<file path="config.mk">
export PLATFORM = sky130hd
export DESIGN_NAME = rr_burst_arbiter
export DESIGN_NICKNAME = d
export VERILOG_FILES = /design/src/rtl/rr_burst_arbiter.sv
export SDC_FILE = /design/constraint.sdc
export NUM_CORES = 1
export LEC_CHECK = 0
export ABC_AREA = 1
export BUFFER_PORTS_ARGS = -buffer_cell sky130_fd_sc_hd__buf_2
export CORE_UTILIZATION = 58
export DETAILED_ROUTE_END_ITERATION = 12
export PLACE_DENSITY = 0.86
export RECOVER_POWER = 25
export SYNTH_ARGS = -nofsm -noshare
export SYNTH_HDL_FRONTEND = slang
export SYNTH_SLANG_ARGS = --single-unit
</file>
<file path="constraint.sdc">
create_clock -name clk -period 3 [get_ports clk]
set_input_delay 0.3 -clock clk [delete_from_list [all_inputs] [get_ports clk]]
set_output_delay 0.3 -clock clk [all_outputs]
set_load 0.1 [all_outputs]
</file>
<file path="src/rtl/rr_burst_arbiter.sv">
// Round-robin burst arbiter for one shared resource.
// A grant is held for a burst of accepted beats (ack & req[g]). It ends on the
// requester's last beat, at the per-grant beat limit, or when the requester
// drops req. Re-arbitration happens in the release cycle, so consecutive
// grants follow each other without an idle cycle.
module rr_burst_arbiter #(
    parameter int N         = 8,
    parameter int MAX_BURST = 4,
    parameter int CNT_W     = $clog2(MAX_BURST + 1),
    parameter int IDW       = $clog2(N)
) (
    input  logic             clk,
    input  logic             rst_n,
    input  logic [N-1:0]     req,
    input  logic [N-1:0]     last,
    input  logic             ack,
    output logic [N-1:0]     gnt,
    output logic [IDW-1:0]   gnt_id,
    output logic             busy,
    output logic [CNT_W-1:0] beat_cnt
);

    localparam logic [0:0]       S_IDLE   = 1'b0;
    localparam logic [0:0]       S_BUSY   = 1'b1;
    localparam logic [CNT_W-1:0] CNT_LAST = CNT_W'(MAX_BURST - 1);
    localparam logic [IDW-1:0]   ID_TOP   = IDW'(N - 1);

    logic [0:0]       state_q, state_d;
    logic [N-1:0]     gnt_q, gnt_d;
    logic [IDW-1:0]   id_q, id_d;
    logic             busy_q, busy_d;
    logic [CNT_W-1:0] cnt_q, cnt_d;
    logic [IDW-1:0]   ptr_q, ptr_d;

    logic             req_g, last_g, beat, rel;
    logic [IDW-1:0]   next_start, scan_start, win;
    logic             found;
    logic [N-1:0]     win_oh;

    // Returns {found, index} of the first set bit of r scanning s, s+1, ...,
    // N-1, 0, ..., s-1. Bits at or above s are tried first; if none is set the
    // lowest set bit overall is the wrap-around winner.
    function automatic logic [IDW:0] rr_pick(input logic [N-1:0] r,
                                             input logic [IDW-1:0] s);
        logic [N-1:0]   hi;
        logic [IDW-1:0] w_hi;
        logic [IDW-1:0] w_all;
        for (int i = 0; i < N; i++) begin
            hi[i] = r[i] && (i >= int'(s));
        end
        w_hi  = '0;
        w_all = '0;
        for (int i = N - 1; i >= 0; i--) begin
            if (hi[i]) w_hi  = IDW'(i);
            if (r[i])  w_all = IDW'(i);
        end
        if (|hi) return {1'b1, w_hi};
        return {|r, w_all};
    endfunction

    // Beat/release qualification for the current holder and the arbitration pick.
    always_comb begin
        req_g      = req[id_q];
        last_g     = last[id_q];
        beat       = ack && req_g;
        rel        = (state_q == S_BUSY) &&
                     (!req_g || (beat && (last_g || (cnt_q == CNT_LAST))));
        next_start = (id_q == ID_TOP) ? '0 : id_q + 1'b1;
        // While busy the holder is always scanned last; in IDLE the stored pointer applies.
        scan_start = (state_q == S_BUSY) ? next_start : ptr_q;
        {found, win} = rr_pick(req, scan_start);
        win_oh     = {{(N-1){1'b0}}, 1'b1} << win;
    end

    // Next-state logic for the IDLE/BUSY controller, grant, counter and pointer.
    always_comb begin
        state_d = state_q;
        gnt_d   = gnt_q;
        id_d    = id_q;
        busy_d  = busy_q;
        cnt_d   = cnt_q;
        ptr_d   = ptr_q;
        case (state_q)
            S_IDLE: begin
                if (found) begin
                    state_d = S_BUSY;
                    gnt_d   = win_oh;
                    id_d    = win;
                    busy_d  = 1'b1;
                    cnt_d   = '0;
                end
            end
            default: begin
                if (rel) begin
                    ptr_d = next_start;
                    cnt_d = '0;
                    if (found) begin
                        gnt_d = win_oh;
                        id_d  = win;
                    end else begin
                        state_d = S_IDLE;
                        gnt_d   = '0;
                        id_d    = '0;
                        busy_d  = 1'b0;
                    end
                end else if (beat) begin
                    cnt_d = cnt_q + 1'b1;
                end
            end
        endcase
    end

    // State registers; asynchronous reset clears everything and restarts the pointer at 0.
    always_ff @(posedge clk or negedge rst_n) begin
        if (!rst_n) begin
            state_q <= S_IDLE;
            gnt_q   <= '0;
            id_q    <= '0;
            busy_q  <= 1'b0;
            cnt_q   <= '0;
            ptr_q   <= '0;
        end else begin
            state_q <= state_d;
            gnt_q   <= gnt_d;
            id_q    <= id_d;
            busy_q  <= busy_d;
            cnt_q   <= cnt_d;
            ptr_q   <= ptr_d;
        end
    end

    assign gnt      = gnt_q;
    assign gnt_id   = id_q;
    assign busy     = busy_q;
    assign beat_cnt = cnt_q;

endmodule

</file>
==> metrics.log, run 1 <==
[metrics] cell type with the highest aggregate area in the netlist: sky130_fd_sc_hd__dfrtp_1
[metrics] most used routing layer in global routing: met2
[metrics] Critical-path top delay cell: sky130_fd_sc_hd__dfrtp_1
[metrics] Area Overhead vs Synth: 14.49%
[metrics] time the worst path needs with I/O delays and setup: 2357 ps
[metrics] weighted congestion reported at the end of routability-driven placement: ~0.85
[metrics] Die W: 52.75 µm
[metrics] total die area: about 2800 µm²
[metrics] Worst path max stage delay: around 560 ps
[metrics] share of synthesized area spent on multiplexers: under 10%
[metrics] maximum achievable frequency: roughly 420 MHz
[metrics] number of port buffers: 33
[metrics] first-pass GRT wire length: roughly 5200 µm
[metrics] number of iterations in the first detailed-routing pass: 4
[metrics] total wire length: 3216 µm
[metrics] critical path's most frequent cell: sky130_fd_sc_hd__nand2_4
[metrics] largest net degree at the start of global routing: 20
[metrics] total of endpoints with negative setup slack in the final report: 0
[metrics] Clk Latency, worst-skew pair: slightly above 300 ps
[metrics] most common library cells after synthesis: 51 x sky130_fd_sc_hd__nand2_1, 19 x sky130_fd_sc_hd__dfrtp_1, 17 x sky130_fd_sc_hd__nand3_1
[metrics] diode count: 0
[metrics] hold slack final: just over 300 ps
[metrics] Main synth FF type: sky130_fd_sc_hd__dfrtp_1
[metrics] Startpoint Class: flop
[metrics] maximum clock skew at final layout: 8.113 ps
[metrics] count of nets left with antenna violations after detail routing: 0
[metrics] Detailed Place HPWL: between 2000 and 3000 µm
[metrics] number of clock sinks: 19
[metrics] CTS resizes: 0
[metrics] number of placed instances with taps included: roughly 250
[metrics] number of rows in the core area: 18
[metrics] cell area after technology mapping: ~1500 µm²
[metrics] Synth Area in Simple Gates: a little under half
[metrics] Final Max Slew Viols: 0
[metrics] height of the die: 52.75 µm
[metrics] met3 Track Usage GR: ~2.6%
[metrics] Required @ worst endpoint: 3200 ps
[metrics] part of the Yosys area used for sequential elements: 31.83%
[metrics] Hold Vio Cnt, Final: 0
[metrics] Overall Global Routing Usage: a little over a quarter
[metrics] Setup TNS Final: 0 ps
[metrics] run status: finished clean
[metrics] standard cell core area: approximately 2500 µm²
[metrics] Nets: ~250
[metrics] number of global-route vias before repair: approximately 1200
[metrics] initial core utilization: about 60%
[metrics] vias per std cell: 5.406
[metrics] Post-Synthesis Net Count: approximately 210
[metrics] endpoint class of the critical path: flop
[metrics] most common cell in the netlist: sky130_fd_sc_hd__nand2_1
[metrics] synthesized instance count: between 150 and 200
[metrics] cells along the critical path: ha_1 > ha_1 > nand2_4 > nand2_8 > nand2_4 > nand2_4 > nand3_2 > a21oi_2 > nand3_1 > nand2_2 > inv_2 > nand4_1 > nand2_1
[metrics] number of flops mapped to enable cells by yosys: 0
[metrics] async set-reset flop share out of synthesis: between 90% and 100%
[metrics] Root Buffer: sky130_fd_sc_hd__clkbuf_4
[metrics] DRC violation count after routing: 0
[metrics] global routing usage on met1: a little over a third
[metrics] routed wire length per instance: ~13 µm
[metrics] total placed instance area: between 1500 and 2000 µm²
[metrics] largest family of logic cells by synthesized area: simple AND/OR/NAND/NOR gates
[metrics] filler-free cell count of the finished design: approximately 250
[metrics] violation count after the first detailed-routing iteration: 38
[metrics] clock tree from TritonCTS: built
[metrics] Worst Max-Slew Pin Slew: between 900 and 1000 ps
[metrics] Max transition margin: between 30 and 40%
[metrics] GR Util met2: a little over two fifths
[metrics] setup repair after global routing missed its margin: no
[metrics] final cell area excluding filler cells: around 1700 µm²
[metrics] share of synthesized cell area in full adder, half adder and majority cells: 3.350%
[metrics] path type of the worst setup path: reg2reg
[metrics] initial antenna violation count: 0
[metrics] top-area cell type share of the netlist area: 31.83%
[metrics] maximum capacitance violations: 0
[metrics] total global routing overflow: 0
[metrics] area share of xor/xnor cells in the synthesized design: 0%
[metrics] H-tree depth: 1
[metrics] Critical Path Fanout Max: 13
[metrics] number of CTS-inserted buffers: 3
[metrics] fin crit share: 78.55%
[metrics] Tightest Hold Check Type: in2reg
[metrics] clock transition at the register clock pins on the worst setup and hold paths after CTS: around 120 ps
[metrics] I/O pin count: 34
[metrics] layout cell share with drive strength beyond 1: between 30 and 40%
[metrics] total via count in the routed design: 1357
[metrics] number of synthesis warnings: 0
[metrics] Avg Inst Size Synth: approximately 8.1 µm²
[metrics] count of cell types in the netlist: 34
[metrics] complex-gate fraction of the synthesized area: around 10%
[metrics] maximum number of buffers from clock root to sink: 2
[metrics] count of state elements after synthesis: 19
[metrics] dominant cells by area after synthesis: sky130_fd_sc_hd__dfrtp_1 32%, sky130_fd_sc_hd__nand2_1 13%, sky130_fd_sc_hd__nand2_4 8.3%
[metrics] data arrival time of the critical path: 2560 ps
-- layer usage --
layer | part of all wire (%) | up-vias
li1 | - | 688
met1 | 46 | 615
met2 | 48 | 47
met3 | 4.2 | 7
met4 | 1.8 | 0
met5 | 0 | -
-- critical path, delay by kind of cell, from the launching register on --
family | cells | cell delay, ps
flops | 1 | 560
simple gates | 9 | 860
fa+ha+maj | 2 | 630
buf+inv | 1 | 70
compound gates | 1 | 150
-- final timing paths --
| kind | endpoint | start | slack [ps] | cells after the start |
|---|---|---|---|---|
| max in group asynchronous | gnt[2]$_DFFE_PN0P_ | rst_n | 1740 | 2 |
| min | beat_cnt[1]$_DFFE_PN0P_ | ack | 310 | 4 |
| max reg2reg | gnt[2]$_DFFE_PN0P_ | gnt_id[0]$_DFFE_PN0P_ | 640 | 13 |
| max | gnt[2]$_DFFE_PN0P_ | gnt_id[0]$_DFFE_PN0P_ | 640 | 13 |
| min reg2reg | gnt[2]$_DFFE_PN0P_ | gnt[2]$_DFFE_PN0P_ | 480 | 2 |
| min in group asynchronous | ptr_q[1]$_DFFE_PN0P_ | rst_n | 660 | 2 |
-- timing repair --
item / 4_1_cts / 5_1_grt
hold endpoints to repair: 19 / 0
hold buffers: 1 / 0
setup buffers: 0 / 0
-- layout make-up --
type                       instances  area (µm²)
clock buffer                       3       22.52
clock inverter                     1       5.005
fill                             206       744.5
inverter                          18       72.57
multi-input combinational        146       923.4
sequential                        19       475.5
tap                               30       37.54
timing repair buffer              34       173.9
-- state kept, by name, indices dropped and copies added (netlist names) --
register,cells
beat_cnt,3
gnt_id,3
busy,1
ptr_q,3
state_q,1
gnt,8
-- cell usage in the layout (no fill, tap or decap), types with 2 or more instances in the layout --
cell type                  netlist  routed
sky130_fd_sc_hd__ha_1            4       4
sky130_fd_sc_hd__nand3_2         3       3
sky130_fd_sc_hd__nand2_2        10      10
sky130_fd_sc_hd__or2_2           2       2
sky130_fd_sc_hd__a21oi_1         6       6
sky130_fd_sc_hd__nor2_2          3       3
sky130_fd_sc_hd__inv_2           4       4
sky130_fd_sc_hd__mux2_2          2       2
sky130_fd_sc_hd__nand2_1        51      51
sky130_fd_sc_hd__nand3_1        17      17
sky130_fd_sc_hd__nor2_4          2       2
sky130_fd_sc_hd__dfrtp_1        19      19
sky130_fd_sc_hd__buf_2           0      32
sky130_fd_sc_hd__clkbuf_4        0       3
sky130_fd_sc_hd__o21ai_1         5       5
sky130_fd_sc_hd__inv_1          13      13
sky130_fd_sc_hd__nand4_1         5       5
sky130_fd_sc_hd__o21ai_0         6       6
sky130_fd_sc_hd__nand2_4        11      11
sky130_fd_sc_hd__nor2_1          5       5
-- logic make-up (layout without fill, tap and decap cells) --
family,count (synthesis),in the layout
simple gates,115,115
flops,19,19
compound gates,25,25
buf+inv,20,56
mux,2,2
fa+ha+maj,4,4
-- metrics by stage --
step	setup slack (ps)	util, %
6_report	643.4	69.67
3_5_place_dp	685.3	68.20
4_1_cts	659.4	69.72
2_1_floorplan	471.7	-
5_1_grt	493.9	69.67
3_3_place_gp	756.3	68.20
Power of run 1 is left out: the tool's default activity adds up to more than one toggle a clock period on the data nets, which glitch-free logic cannot reach.
==> inputs of run 2 (changes only) <==
--- a/config.mk
+++ b/config.mk
@@ -5,11 +5,11 @@
 export SDC_FILE = /design/constraint.sdc
 export NUM_CORES = 1
 export LEC_CHECK = 0
-export ABC_AREA = 1
+export ABC_AREA = 0
 export BUFFER_PORTS_ARGS = -buffer_cell sky130_fd_sc_hd__buf_2
-export CORE_UTILIZATION = 58
+export CORE_UTILIZATION = 48
 export DETAILED_ROUTE_END_ITERATION = 12
-export PLACE_DENSITY = 0.86
+export PLACE_DENSITY = 0.76
 export RECOVER_POWER = 25
 export SYNTH_ARGS = -nofsm -noshare
 export SYNTH_HDL_FRONTEND = slang
==> constraint.sdc (replaced) <==
create_clock -name clk -period 2 [get_ports clk]
set_input_delay 0.2 -clock clk [delete_from_list [all_inputs] [get_ports clk]]
set_output_delay 0.2 -clock clk [all_outputs]
set_load 0.1 [all_outputs]
==> metrics.log, run 2 <==
[metrics] final cell area excluding filler cells: 2295 µm² (+34%)
[metrics] total of endpoints with negative setup slack in the final report: 17 (+17)
[metrics] weighted congestion reported at the end of routability-driven placement: 0.9081 (+6.7%)
[metrics] Critical Path Fanout Max: 6 (-7)
[metrics] maximum achievable frequency: 408.2 MHz (-3.8%)
[metrics] Max transition margin: 27.03% (-7.5 points)
[metrics] Tightest Hold Check Type: in2reg
[metrics] most common library cells after synthesis: 20 x sky130_fd_sc_hd__nand2_1, 19 x sky130_fd_sc_hd__dfrtp_1, 8 x sky130_fd_sc_hd__nor2_1
[metrics] I/O pin count: 34 (unchanged)
[metrics] total via count in the routed design: 1602 (+18%)
[metrics] synthesized instance count: 147 (-21%)
[metrics] total placed instance area: 1962 µm² (+17%)
[metrics] part of the Yosys area used for sequential elements: 31.77% (-0.053 points)
[metrics] Post-Synthesis Net Count: 170 (-18%)
[metrics] most frequent standard cell in the layout excluding fill and tap cells: sky130_fd_sc_hd__buf_2
[metrics] cell type with the highest aggregate area in the netlist: sky130_fd_sc_hd__dfrtp_1
[metrics] diode count: 0 (unchanged)
[metrics] Required @ worst endpoint: 2210 ps (-990 ps)
[metrics] top-area cell type share of the netlist area: 31.77% (-0.053 points)
[metrics] most common cell in the netlist: sky130_fd_sc_hd__nand2_1
[metrics] area share of xor/xnor cells in the synthesized design: 0% (unchanged)
[metrics] share of synthesized cell area in full adder, half adder and majority cells: 4.013% (+0.66 points)
[metrics] number of rows in the core area: 19 (+1)
[metrics] first element of the critical path: gnt_id[1]$_DFFE_PN0P_
[metrics] cells along the critical path: ha_4 > ha_4 > nand3b_1 > a2bb2oi_4 > nand2_2 > a2111oi_4 > nor3_4 > a221o_1
[metrics] most frequent cells in the layout: 32 x sky130_fd_sc_hd__buf_2, 24 x sky130_fd_sc_hd__buf_4, 17 x sky130_fd_sc_hd__nand2_1
[metrics] number of instances on the worst hold path: 3 (-1)
[metrics] largest net degree at the start of global routing: 20 (unchanged)
[metrics] Worst Max-Slew Pin Slew: 1095 ps (+112.6 ps)
[metrics] number of iterations in the first detailed-routing pass: 8 (+4)
[metrics] dominant cells by area after synthesis: sky130_fd_sc_hd__dfrtp_1 32%, sky130_fd_sc_hd__nand2_1 5.0%, sky130_fd_sc_hd__o41ai_2 4.3%
[metrics] number of port buffers: 33 (unchanged)
[metrics] maximum number of buffers from clock root to sink: 2 (unchanged)
[metrics] r2r worst-path depth: 8 (-5)
[metrics] height of the die: 57.84 µm (+9.6%)
[metrics] Area Overhead vs Synth: 53.34%
[metrics] layout cell share with drive strength beyond 1: 59.53% (+22 points)
[metrics] maximum capacitance violations: 0 (unchanged)
[metrics] filler-free cell count of the finished design: 246 (-2.0%)
[metrics] time the worst path needs with I/O delays and setup: 2450 ps (+92.89 ps)
[metrics] data arrival time of the critical path: 2660 ps (+100 ps)
[metrics] end of the worst register-to-register path: gnt_id[1]$_DFFE_PN0P_
[metrics] number of clock sinks: 19 (unchanged)
[metrics] async set-reset flop share out of synthesis: 100.0% (unchanged)
[metrics] critical path's most frequent cell: sky130_fd_sc_hd__ha_4
[metrics] worst setup slack for register-to-register paths: -450 ps (-1090 ps)
[metrics] number of flip-flops under the largest register name: 8 (unchanged)
[metrics] maximum clock skew at final layout: 3.338 ps (-4.774 ps)
[metrics] Overall Global Routing Usage: 27.84% (+1.6 points)
[metrics] fin crit share: 122.5% (+44 points)
[metrics] violation count after the first detailed-routing iteration: 128 (+240%)
[metrics] number of global-route vias before repair: 1517 (+27%)
[metrics] hold slack final: 239.1 ps (-72.92 ps)
[metrics] number of synthesis warnings: 0 (unchanged)
[metrics] routed wire length per instance: 20.76 µm (+62%)
[metrics] run status: finished with violations
[metrics] Worst path max stage delay: 510 ps (-50 ps)
[metrics] H-tree depth: 1 (unchanged)
[metrics] number of CTS-inserted buffers: 3 (unchanged)
[metrics] number of flops mapped to enable cells by yosys: 0 (unchanged)
[metrics] clock tree from TritonCTS: built
[metrics] Startpoint Class: flop
[metrics] clock transition at the register clock pins on the worst setup and hold paths after CTS: 120 ps (about the same)
[metrics] Root Buffer: sky130_fd_sc_hd__clkbuf_4
[metrics] total global routing overflow: 0 (unchanged)
[metrics] slack of the critical path: -449.5 ps (-1093 ps)
[metrics] cell area after technology mapping: 1496 µm² (+0.17%)
[metrics] count of cell types in the netlist: 59 (+74%)
[metrics] Avg Inst Size Synth: 10.18 µm² (+26%)
[metrics] Setup TNS Final: -6036 ps (-6036 ps)
[metrics] total wire length: 5108 µm (+59%)
[metrics] vias per std cell: 6.512 (+20%)
[metrics] path type of the worst setup path: reg2reg
[metrics] startpoint of the worst register-to-register path: gnt_id[1]$_DFFE_PN0P_
[metrics] DRC violation count after routing: 4 (+4)
[metrics] initial core utilization: 52.46% (-8.4 points)
[metrics] initial antenna violation count: 0 (unchanged)
[metrics] number of placed instances with taps included: 235 (-4.5%)
[metrics] count of state elements after synthesis: 19 (unchanged)
[metrics] Nets: 239 (-2.4%)
[metrics] standard cell core area: 2853 µm² (+16%)
[metrics] total die area: 3345 µm² (+20%)
[metrics] Final Max Slew Viols: 0 (unchanged)
[metrics] Synth Area in Simple Gates: 17.64% (-29 points)
[metrics] Clk Latency, worst-skew pair: 310 ps (about the same)
[metrics] first-pass GRT wire length: 7148 µm (+36%)
[metrics] share of synthesized area spent on multiplexers: 8.278% (+6.8 points)
[metrics] largest family of logic cells by synthesized area: compound AO/OA/AOI/OAI gates
[metrics] complex-gate fraction of the synthesized area: 34.70% (+24 points)
[metrics] endpoint class of the critical path: flop
[metrics] Detailed Place HPWL: 3204 µm (+23%)
[metrics] crit path capture: gnt_id[1]$_DFFE_PN0P_
[metrics] Critical-path top delay cell: sky130_fd_sc_hd__dfrtp_4
[metrics] violated checks: DRC, setup timing
[metrics] count of nets left with antenna violations after detail routing: 0 (unchanged)
[metrics] Die W: 57.84 µm (+9.6%)
[metrics] Hold Vio Cnt, Final: 0 (unchanged)
[metrics] setup repair after global routing missed its margin: yes
[metrics] Main synth FF type: sky130_fd_sc_hd__dfrtp_1
## run 2: stage by stage
step           setup slack [ps]  util (%)
3_5_place_dp             -375.9     68.77
3_3_place_gp             -350.2     68.77
5_1_grt                  -537.4     80.44
4_1_cts                  -396.9     73.64
2_1_floorplan            -531.0         -
6_report                 -449.5     80.44
## run 2: area by class of cell
cell class	instances	area, µm²
Multi-Input combinational cell	119	1220
Fill cell	177	558.0
Timing Repair Buffer	68	501.7
Sequential cell	19	488.0
Tap cell	31	38.79
Clock buffer	3	22.52
Inverter	5	18.77
Clock inverter	1	5.005
## run 2: critical path: cells and delay by family, from the launching register on
family                   cells  cell delay [ps]
AND/OR/NAND/NOR              3              420
flip-flops                   1              510
adder cells (fa/ha/maj)      2              490
AO/OA/AOI/OAI                3              920
## run 2: how the worst min path moves through the flow
stage / start / to
after floorplan: rst_n / beat_cnt[0]$_DFFE_PN0P_
after global placement: rst_n / ptr_q[0]$_DFFE_PN0P_
after detailed placement: rst_n / ptr_q[0]$_DFFE_PN0P_
after CTS: ack / beat_cnt[2]$_DFFE_PN0P_
after global routing: ack / beat_cnt[0]$_DFFE_PN0P_
final: ack / beat_cnt[2]$_DFFE_PN0P_
## run 2: what timing repair did
item | in CTS | in global routing
hold endpoints to repair | 19 | 0
hold buffers | 1 | 0
cloned | 0 | 0
buffers inserted | 2 | 5
endpoints found under the setup margin | 17 | 17
gates resized for setup | 15 | 30
pin swaps | 6 | 11
## run 2: cells by family after synthesis
group / Yosys count
adder cells (fa/ha/maj): 5
multiplexers: 9
buffers and inverters: 9
flip-flops: 19
AND/OR/NAND/NOR: 50
AO/OA/AOI/OAI: 55
## run 2: routing by layer
metal	GRT usage, %	share of wire, %
met1	36.89	38
met2	48.11	50
met3	2.902	7.0
met4	8.163	4.5
met5	0	0
Power of run 2 is left out for the same reason.
==> inputs of run 3 (changes only) <==
--- a/config.mk
+++ b/config.mk
@@ -11,6 +11,7 @@
 export DETAILED_ROUTE_END_ITERATION = 12
 export PLACE_DENSITY = 0.76
 export RECOVER_POWER = 25
+export REMOVE_ABC_BUFFERS = 1
 export SYNTH_ARGS = -nofsm -noshare
 export SYNTH_HDL_FRONTEND = slang
 export SYNTH_SLANG_ARGS = --single-unit
==> metrics.log, run 3 (synthesis results as in run 2) <==
[metrics] H-tree depth: 1 (unchanged)
[metrics] setup repair after global routing missed its margin: yes
[metrics] Critical-path top delay cell: sky130_fd_sc_hd__dfrtp_1
[metrics] Hold Vio Cnt, Final: 0 (unchanged)
[metrics] Die W: 57.84 µm (unchanged)
[metrics] Max transition margin: 27.59% (+0.56 points)
[metrics] maximum achievable frequency: 415.0 MHz (+1.7%)
[metrics] data arrival time of the critical path: 2620 ps (-40 ps)
[metrics] filler-free cell count of the finished design: 243 (-1.2%)
[metrics] Overall Global Routing Usage: 29.67% (+1.8 points)
[metrics] final cell area excluding filler cells: 2163 µm² (-5.7%)
[metrics] pre-CTS setup slack: -466.2 ps (-90.31 ps)
[metrics] Worst path max stage delay: 410 ps (-100 ps)
[metrics] diode count: 0 (unchanged)
[metrics] crit path buf inv count: 1 (+1)
[metrics] Startpoint Class: flop
[metrics] cells along the critical path: ha_2 > ha_4 > nand3b_1 > a2bb2oi_4 > buf_6 > o311ai_4 > o22ai_2 > a21oi_4 > o41ai_4
[metrics] violated checks: DRC, setup timing
[metrics] maximum number of buffers from clock root to sink: 2 (unchanged)
[metrics] maximum capacitance violations: 0 (unchanged)
[metrics] number of clock sinks: 19 (unchanged)
[metrics] slack of the critical path: -409.4 ps (+40.11 ps)
[metrics] total placed instance area: 1888 µm² (-3.8%)
[metrics] Nets: 236 (-1.3%)
[metrics] number of CTS-inserted buffers: 3 (unchanged)
[metrics] time the worst path needs with I/O delays and setup: 2409 ps (-40.11 ps)
[metrics] family with the most delay on the worst path: compound AO/OA/AOI/OAI gates
[metrics] number of iterations in the first detailed-routing pass: 8 (unchanged)
[metrics] run status: finished with violations
[metrics] largest net degree at the start of global routing: 20 (unchanged)
[metrics] initial antenna violation count: 0 (unchanged)
[metrics] fill cell count: 181 (+2.3%)
[metrics] path type of the worst setup path: reg2reg
[metrics] Clk Latency, worst-skew pair: 310 ps (about the same)
[metrics] Area Overhead vs Synth: 44.56%
[metrics] weighted congestion reported at the end of routability-driven placement: 1.010 (+11%)
[metrics] total global routing overflow: 0 (unchanged)
[metrics] Required @ worst endpoint: 2210 ps (about the same)
[metrics] height of the die: 57.84 µm (unchanged)
[metrics] count of nets left with antenna violations after detail routing: 0 (unchanged)
[metrics] most frequent standard cell in the layout excluding fill and tap cells: sky130_fd_sc_hd__buf_2
[metrics] clock transition at the register clock pins on the worst setup and hold paths after CTS: 110 ps (about the same)
[metrics] Critical Path Fanout Max: 6 (unchanged)
[metrics] DRC violation count after routing: 4 (unchanged)
[metrics] number of placed instances with taps included: 235 (unchanged)
[metrics] routed wire length per instance: 19.22 µm (-7.4%)
[metrics] endpoint class of the critical path: flop
[metrics] Final Max Slew Viols: 0 (unchanged)
[metrics] Tightest Hold Check Type: in2reg
[metrics] number of flip-flops under the largest register name: 8 (unchanged)
[metrics] number of rows in the core area: 19 (unchanged)
[metrics] standard cell core area: 2853 µm² (unchanged)
[metrics] violation count after the first detailed-routing iteration: 113 (-12%)
[metrics] Detailed Place HPWL: 3150 µm (-1.7%)
[metrics] total of endpoints with negative setup slack in the final report: 17 (unchanged)
[metrics] vias per std cell: 6.683 (+2.6%)
[metrics] Worst Max-Slew Pin Slew: 1086 ps (-8.340 ps)
[metrics] FF/Latch Area: 475.5 µm² (-2.6%)
[metrics] first-pass GRT wire length: 7514 µm (+5.1%)
[metrics] total via count in the routed design: 1624 (+1.4%)
[metrics] fin crit share: 120.5% (-2.0 points)
[metrics] number of port buffers: 33 (unchanged)
[metrics] clock tree from TritonCTS: built
[metrics] layout cell share with drive strength beyond 1: 54.72% (-4.8 points)
[metrics] number of global-route vias before repair: 1578 (+4.0%)
[metrics] multi-input gate area in the final layout: 1177 µm² (-3.5%)
[metrics] maximum clock skew at final layout: 5.013 ps (+1.675 ps)
[metrics] most frequent cells in the layout: 32 x sky130_fd_sc_hd__buf_2, 28 x sky130_fd_sc_hd__buf_4, 19 x sky130_fd_sc_hd__dfrtp_1
[metrics] total wire length: 4670 µm (-8.6%)
[metrics] I/O pin count: 34 (unchanged)
[metrics] total die area: 3345 µm² (unchanged)
[metrics] initial core utilization: 52.46% (unchanged)
[metrics] Root Buffer: sky130_fd_sc_hd__clkbuf_4
==> run 3: worst reg2reg max path, cell delays in order (launching register included) <==
cell                        delay (ps)
sky130_fd_sc_hd__dfrtp_1           410
sky130_fd_sc_hd__ha_2              210
sky130_fd_sc_hd__ha_4              310
sky130_fd_sc_hd__nand3b_1          170
sky130_fd_sc_hd__a2bb2oi_4         240
sky130_fd_sc_hd__buf_6             140
sky130_fd_sc_hd__o311ai_4           90
sky130_fd_sc_hd__o22ai_2           290
sky130_fd_sc_hd__a21oi_4           100
sky130_fd_sc_hd__o41ai_4           360
==> run 3: layer usage <==
layer | global-route usage, % | wire length [µm]
met1 | 35.62 | 1843
met2 | 50.41 | 2323
met3 | 8.036 | 386
met4 | 11.90 | 117
met5 | 0 | 0
==> run 3: cell type report <==
type | instances | area share (%)
multi-input combinational | 119 | 54.42
timing repair buffer | 65 | 19.72
inverter | 5 | 0.8676
sequential | 19 | 21.98
tap | 31 | 1.793
clock buffer | 4 | 1.215
==> run 3: worst paths after layout <==
path	start	slack, ps	to	cells past startpoint
min in group asynchronous	rst_n	600	gnt[0]$_DFFE_PN0P_	2
worst max-delay path	gnt_id[0]$_DFFE_PN0P_	-410	gnt[7]$_DFFE_PN0P_	9
worst min register to register	gnt[5]$_DFFE_PN0P_	490	gnt[5]$_DFFE_PN0P_	2
worst min-delay path	ack	190	beat_cnt[2]$_DFFE_PN0P_	3
max in group asynchronous	rst_n	750	gnt_id[0]$_DFFE_PN0P_	2
worst max register to register	gnt_id[0]$_DFFE_PN0P_	-410	gnt[7]$_DFFE_PN0P_	9
==> run 3: through the flow <==
| stage | hold slack, ps | setup TNS [ps] | util, % |
|---|---|---|---|
| after detailed placement | 173.0 | -6049 | 66.18 |
| after CTS | 204.1 | -4773 | 73.33 |
| after global routing | 210.7 | -6311 | 75.83 |
| after global placement | 152.4 | -4719 | 66.18 |
| after floorplan | -95.59 | -15560 | - |
| final | 193.5 | -4817 | 75.83 |
==> run 3: timing repair <==
item                       4_1_cts  5_1_grt
setup buffers                    2        1
hold endpoints to repair        19        0
setup endpoints to repair       17       17
pin swaps                        9        3
hold buffers                     1        0
gates resized for setup         26       10
Power of run 3 is left out for the same reason.
